## config.mk

```make
export PLATFORM = sky130hd
export DESIGN_NAME = fp_round_norm
export DESIGN_NICKNAME = d
export VERILOG_FILES = /design/src/rtl/fp_round_norm.sv
export SDC_FILE = /design/constraint.sdc
export NUM_CORES = 1
export LEC_CHECK = 0
export CAP_MARGIN = 0
export CORE_ASPECT_RATIO = 0.7
export CORE_MARGIN = 3
export CORE_UTILIZATION = 45
export DETAILED_ROUTE_END_ITERATION = 12
export HOLD_SLACK_MARGIN = 0.15
export PLACE_DENSITY = 0.65
export SETUP_SLACK_MARGIN = 0.02
export SYNTH_ARGS = -nofsm -noshare
export SYNTH_HDL_FRONTEND = slang
export SYNTH_SLANG_ARGS = --single-unit
```

## constraint.sdc

```tcl
create_clock -name clk -period 2.7 [get_ports clk]
set_input_delay 0.405 -clock clk [delete_from_list [all_inputs] [get_ports clk]]
set_output_delay 0.405 -clock clk [all_outputs]
set_load 0.02 [all_outputs]
```

## src/rtl/fp_round_norm.sv

```systemverilog
// rtl/fp_round_norm.sv - FP add last stage: round (RNE), renormalise carry-out, pack word, flag overflow/inexact.
// Optional FP_RND_MODES_EN adds a rnd_mode port (RNE/RTZ/+inf/-inf); undefined builds are RNE only.
module fp_round_norm #(
    parameter int EXP_W = 8,
    parameter int MAN_W = 23
) (
    input  logic                   clk,
    input  logic                   res,
    input  logic                   in_valid,
    output logic                   in_ready,
    input  logic                   in_sign,
    input  logic [EXP_W:0]         in_exp,
    input  logic [MAN_W+3:0]       in_man,
`ifdef FP_RND_MODES_EN
    input  logic [1:0]             rnd_mode,
`endif
    output logic                   out_valid,
    input  logic                   out_ready,
    output logic [EXP_W+MAN_W:0]   result,
    output logic                   overflow,
    output logic                   inexact
);

    typedef enum logic [1:0] {S_IDLE, S_ROUND, S_RENORM, S_DONE} state_t;

    localparam logic [EXP_W:0]   EXP_ONES = {1'b0, {EXP_W{1'b1}}};
    localparam logic [EXP_W-1:0] EXP_MAXF = {{(EXP_W-1){1'b1}}, 1'b0};

    state_t                 state_q, state_d;
    logic                   sign_q, sign_d;
    logic [EXP_W:0]         exp_q, exp_d;
    logic [MAN_W+3:0]       man_q, man_d;
    logic [MAN_W-1:0]       sum_q, sum_d;
    logic [EXP_W+MAN_W:0]   result_q, result_d;
    logic                   overflow_q, overflow_d;
    logic                   inexact_q, inexact_d;
    logic [1:0]             mode;

`ifdef FP_RND_MODES_EN
    logic [1:0]             mode_q, mode_d;
    assign mode = mode_q;
`else
    assign mode = 2'b00;
`endif

    logic                   lsb, g, r, s, up, sat_max, ovf_w;
    logic [MAN_W+1:0]       sum_w;
    logic [EXP_W:0]         pk_exp;
    logic [MAN_W-1:0]       pk_frac;
    logic [EXP_W+MAN_W:0]   pk_result;

    always_comb begin
        lsb = man_q[3];
        g   = man_q[2];
        r   = man_q[1];
        s   = man_q[0];
        case (mode)
            2'b00:   up = g & (r | s | lsb);
            2'b01:   up = 1'b0;
            2'b10:   up = ~sign_q & (g | r | s);
            default: up = sign_q & (g | r | s);
        endcase
        sum_w = {1'b0, man_q[MAN_W+3:3]} + {{(MAN_W+1){1'b0}}, up};

        pk_exp  = exp_q;
        pk_frac = sum_w[MAN_W-1:0];
        if (state_q == S_RENORM) begin
            pk_exp  = exp_q + {{EXP_W{1'b0}}, 1'b1};
            pk_frac = sum_q;
        end else if (exp_q == '0 && sum_w[MAN_W]) begin
            // Denormal rounded up into the hidden bit becomes the smallest normal.
            pk_exp = {{EXP_W{1'b0}}, 1'b1};
        end

        // Upstream overflow bit is checked on exp_q so a RENORM wrap cannot hide it.
        ovf_w   = exp_q[EXP_W] | (pk_exp >= EXP_ONES);
        sat_max = (mode == 2'b01) | ((mode == 2'b10) & sign_q) | ((mode == 2'b11) & ~sign_q);
        if (!ovf_w)
            pk_result = {sign_q, pk_exp[EXP_W-1:0], pk_frac};
        else if (sat_max)
            pk_result = {sign_q, EXP_MAXF, {MAN_W{1'b1}}};
        else
            pk_result = {sign_q, {EXP_W{1'b1}}, {MAN_W{1'b0}}};
    end

    always_comb begin
        state_d    = state_q;
        sign_d     = sign_q;
        exp_d      = exp_q;
        man_d      = man_q;
        sum_d      = sum_q;
        result_d   = result_q;
        overflow_d = overflow_q;
        inexact_d  = inexact_q;
`ifdef FP_RND_MODES_EN
        mode_d     = mode_q;
`endif
        case (state_q)
            S_IDLE: begin
                if (in_valid) begin
                    sign_d  = in_sign;
                    exp_d   = in_exp;
                    man_d   = in_man;
`ifdef FP_RND_MODES_EN
                    mode_d  = rnd_mode;
`endif
                    state_d = S_ROUND;
                end
            end
            S_ROUND: begin
                if (sum_w[MAN_W+1]) begin
                    sum_d   = sum_w[MAN_W:1];
                    state_d = S_RENORM;
                end else begin
                    result_d   = pk_result;
                    overflow_d = ovf_w;
                    inexact_d  = g | r | s;
                    state_d    = S_DONE;
                end
            end
            S_RENORM: begin
                result_d   = pk_result;
                overflow_d = ovf_w;
                inexact_d  = g | r | s;
                state_d    = S_DONE;
            end
            default: begin
                if (out_ready)
                    state_d = S_IDLE;
            end
        endcase
    end

    always_ff @(posedge clk or negedge res) begin
        if (!res) begin
            state_q    <= S_IDLE;
            sign_q     <= 1'b0;
            exp_q      <= '0;
            man_q      <= '0;
            sum_q      <= '0;
            result_q   <= '0;
            overflow_q <= 1'b0;
            inexact_q  <= 1'b0;
`ifdef FP_RND_MODES_EN
            mode_q     <= 2'b00;
`endif
        end else begin
            state_q    <= state_d;
            sign_q     <= sign_d;
            exp_q      <= exp_d;
            man_q      <= man_d;
            sum_q      <= sum_d;
            result_q   <= result_d;
            overflow_q <= overflow_d;
            inexact_q  <= inexact_d;
`ifdef FP_RND_MODES_EN
            mode_q     <= mode_d;
`endif
        end
    end

    assign in_ready  = (state_q == S_IDLE);
    assign out_valid = (state_q == S_DONE);
    assign result    = result_q;
    assign overflow  = overflow_q;
    assign inexact   = inexact_q;

endmodule

```

==> results.cfg, run 1 <==
[layout]
final_nets = 570
syn_to_final_growth_pct = 27.87
antenna_cells = 0
fin_util = 0.6048
fill_cells = 816
drive_gt1_frac = 0.1673

[critical_path]
crit_buf_inv = 1
critPathCaptureType = flop
reg2reg_slack_ns = 0.16
crit_family = simple AND/OR/NAND/NOR gates
slowest_delay_ns = 0.58
critPathRequiredTime_ns = 2.96
path_cells = and2_1 > ha_1 > nand2_1 > or4_4 > o41a_4 > buf_4 > and2_1 > a21oi_1
path_max_fanout = 14
worstRegToRegCells = 8
reg2reg_to = result[23]
critical_path_arrival_ns = 2.80
slowest_stage = or4_4
start_kind = flop
worstReg2RegStart = man_q[3]
critPathMostFrequentCell = and2_1
worstSetupPathType = reg2reg

[sta]
clock_skew_ns = 0.006908
slew_violations = 0
period_minus_slack_ns = 2.542
maxSlewHeadroom = 0.5184
fin_setup_tns_ns = 0
worst_slew_pin_slew_ns = 0.7158
hold_viol_final = 0
fin_crit_sh = 0.9415
grt_setup_unrepaired = no
fmaxAchievable_ghz = 0.3934
hold_slack_ns = 0.4685
finalSetupViolations = 0

[floorplan]
die_h_um = 91.55
initial_utilization = 0.4730
die_w_um = 128.2
rows = 30
core_um2 = 9947
ios = 77
die-area_um2 = 11740

[worst_hold_path]
whs_endpoint = result[31]
whs_path_depth = 2
hold_path_class = reg2reg
holdCritStartpoint = sign_q

[power_and_ir_drop]
power_frac_clock = 0.185
irDropWorstVdd_uv = 501.0
finalPower_mw = 6.899
seq_power_share = 0.357
powerDensity_nw_per_um2 = 1147
intPower_mw = 4.147
p_comb_frac = 0.458
switching_share = 0.3989
p_leak_nw = 2.587
switching_power_mw = 2.752

[synth]
ys.flop_type = dfrtp_1
synthesis.area_um2 = 4705
postSynthCellCount = 435
synth_edf_count = 0
synth_nets = 483
postSynthAreaPerCell_um2 = 10.81
ys_top_cells_by_count = 96 x dfrtp_1, 47 x nand2_1, 39 x mux2_2, 23 x nor2_1, 20 x o21ai_0
synth_async_sr_flop_share = 1.000
netlist-cell-type-count = 54
synth_top_area_frac = 0.5106
ys_seq_elements = 96
yosysWarningCount = 0
yosysMostFrequentCell = dfrtp_1
synth_area_leaders = dfrtp_1 51%, mux2_2 9.3%, nand2_1 3.8%
ys_seq_area_frac = 0.5106
yosys.area.top_type = dfrtp_1

[drt]
wl_met2_mm = 4.767
wl_met3_um = 758
wirelength_mm = 11.45
drtIter0Drc = 186
highest_layer = met4
viasPerCell = 5.506
vias = 3601
drtPass1Iterations = 4
route.detailed.drc = 0
drt-met1-wl_mm = 5.746
antenna_left = 0
wl_per_cell_um = 17.51

[placed_design]
place_hpwl_mm = 8.068
gp_congestion = 0.8682
port_buffers = 76

[global_routing]
antenna_found_initial = 0
grt_overflow_total = 0
grt_max_degree = 47
first_global_vias = 3653
gr-usage-all-layers = 0.2041
grt_pass1_wl_mm = 19.01

[clock_network]
clk_path_buf_depth = 2
cts_tree = yes
h-tree-depth = 3
numCtsBuffers = 9
root_buffer = clkbuf_16
clock_sinks = 96
clk_pin_slew_ns = 0.07
clk_latency_ns = 0.34

[run_status]
outcome = completed

[job]
drv_cap = 0
[worst max-delay path by stage]
stage / slack (ns) / start / cells past startpoint / endpoint
2_1_floorplan: 0.34 / man_q[2] / 9 / result[15]
3_3_place_gp: 0.11 / exp_q[1] / 6 / result[21]
3_5_place_dp: 0.02 / man_q[3] / 7 / result[5]
4_1_cts: 0.02 / man_q[3] / 7 / result[0]
5_1_grt: 0.03 / state_q[0] / 10 / result[25]
6_report: 0.16 / man_q[3] / 8 / result[23]
[worst register-to-register path, stage by stage, from the launching register on]
cell and delay [ns]:
dfrtp_1 0.37, and2_1 0.14, ha_1 0.19, nand2_1 0.10
or4_4 0.58, o41a_4 0.51, buf_4 0.21, and2_1 0.21
a21oi_1 0.16
[logic make-up after synthesis]
| group | after synthesis | synth area share |
|---|---|---|
| AOI/OAI and AO/OA | 88 | 0.1327 |
| and+or+nand+nor | 138 | 0.1527 |
| muxes | 49 | 0.1146 |
| DFF | 96 | 0.5106 |
| buffers and inverters | 39 | 0.03723 |
| xor gates and xnor gates | 18 | 0.03351 |
| adders and majority gates | 7 | 0.01862 |
[metal layers]
metal  track usage  vias to the layer above
li1              -                     1719
met1        0.3141                     1747
met2        0.2790                      116
met3       0.05232                       19
met4       0.06184                        0
met5             0                        -
[area by class of cell]
class	count	area, um2	area share
clock buffers	10	239.0	0.03973
clock inverters	5	57.56	0.009567
inverters	14	52.55	0.008735
multi-input cells	301	2156	0.3584
flip-flops and latches	96	2402	0.3993
well taps	128	160.2	0.02662
repair buffers	100	948.4	0.1577
[flip-flops by register name, summed over array words and instances, names as in the netlist]
register and cells:
inexact 1, sum_q 23, state_q 2, result 32
sign_q 1, overflow 1, man_q 27, exp_q 9
[power groups by stage]
stage	clock (mW)	combinational [mW]	sequential (mW)
global route	1.37	3.48	2.54
floorplan	0	1.86	2.54
detailed placement	0	3.03	2.47
CTS	1.30	3.05	2.46
global placement	0	2.96	2.46
finish	1.28	3.16	2.46
[cells in the final DEF (no fill, tap or decap), types with 9 or more instances in the layout]
master            n
buf_4            23
nand2_1          47
clkbuf_16         9
xor2_1           10
o31ai_1           9
clkdlybuf4s50_1  75
nor2_1           23
inv_1            13
nand3_1           9
o21ai_0          20
nor4_1            9
dfrtp_1          96
mux2_2           39
nor2b_1          11
mux2i_1          10
o21a_1           15
a21oi_1          13
[repair_timing]
item	CTS	global route
buffers inserted	0	2
endpoints found under the setup margin	0	37
hold buffers	1	0
gates resized for setup	0	6
endpoints found under the hold margin	44	0
[per-stage QoR]
step / instance area [um2] / setup slack (ns) / instances
after floorplan: 4705 / 0.3387 / 435
after global placement: 5658 / 0.1093 / 635
after global routing: 6016 / 0.02811 / 654
final: 6016 / 0.1580 / 654
after CTS: 5964 / 0.02379 / 651
after detailed placement: 5658 / 0.02330 / 635
No activity file was read; power rests on OpenSTA's default activity.
==> run 2: changes to the inputs <==
--- a/config.mk
+++ b/config.mk
@@ -13,6 +13,7 @@
 export HOLD_SLACK_MARGIN = 0.15
 export PLACE_DENSITY = 0.65
 export SETUP_SLACK_MARGIN = 0.02
+export SLEW_MARGIN = 15
 export SYNTH_ARGS = -nofsm -noshare
 export SYNTH_HDL_FRONTEND = slang
 export SYNTH_SLANG_ARGS = --single-unit
==> results of run 2 <==
Same layout as run 1: the final DEF is identical, and so are final timing and power.
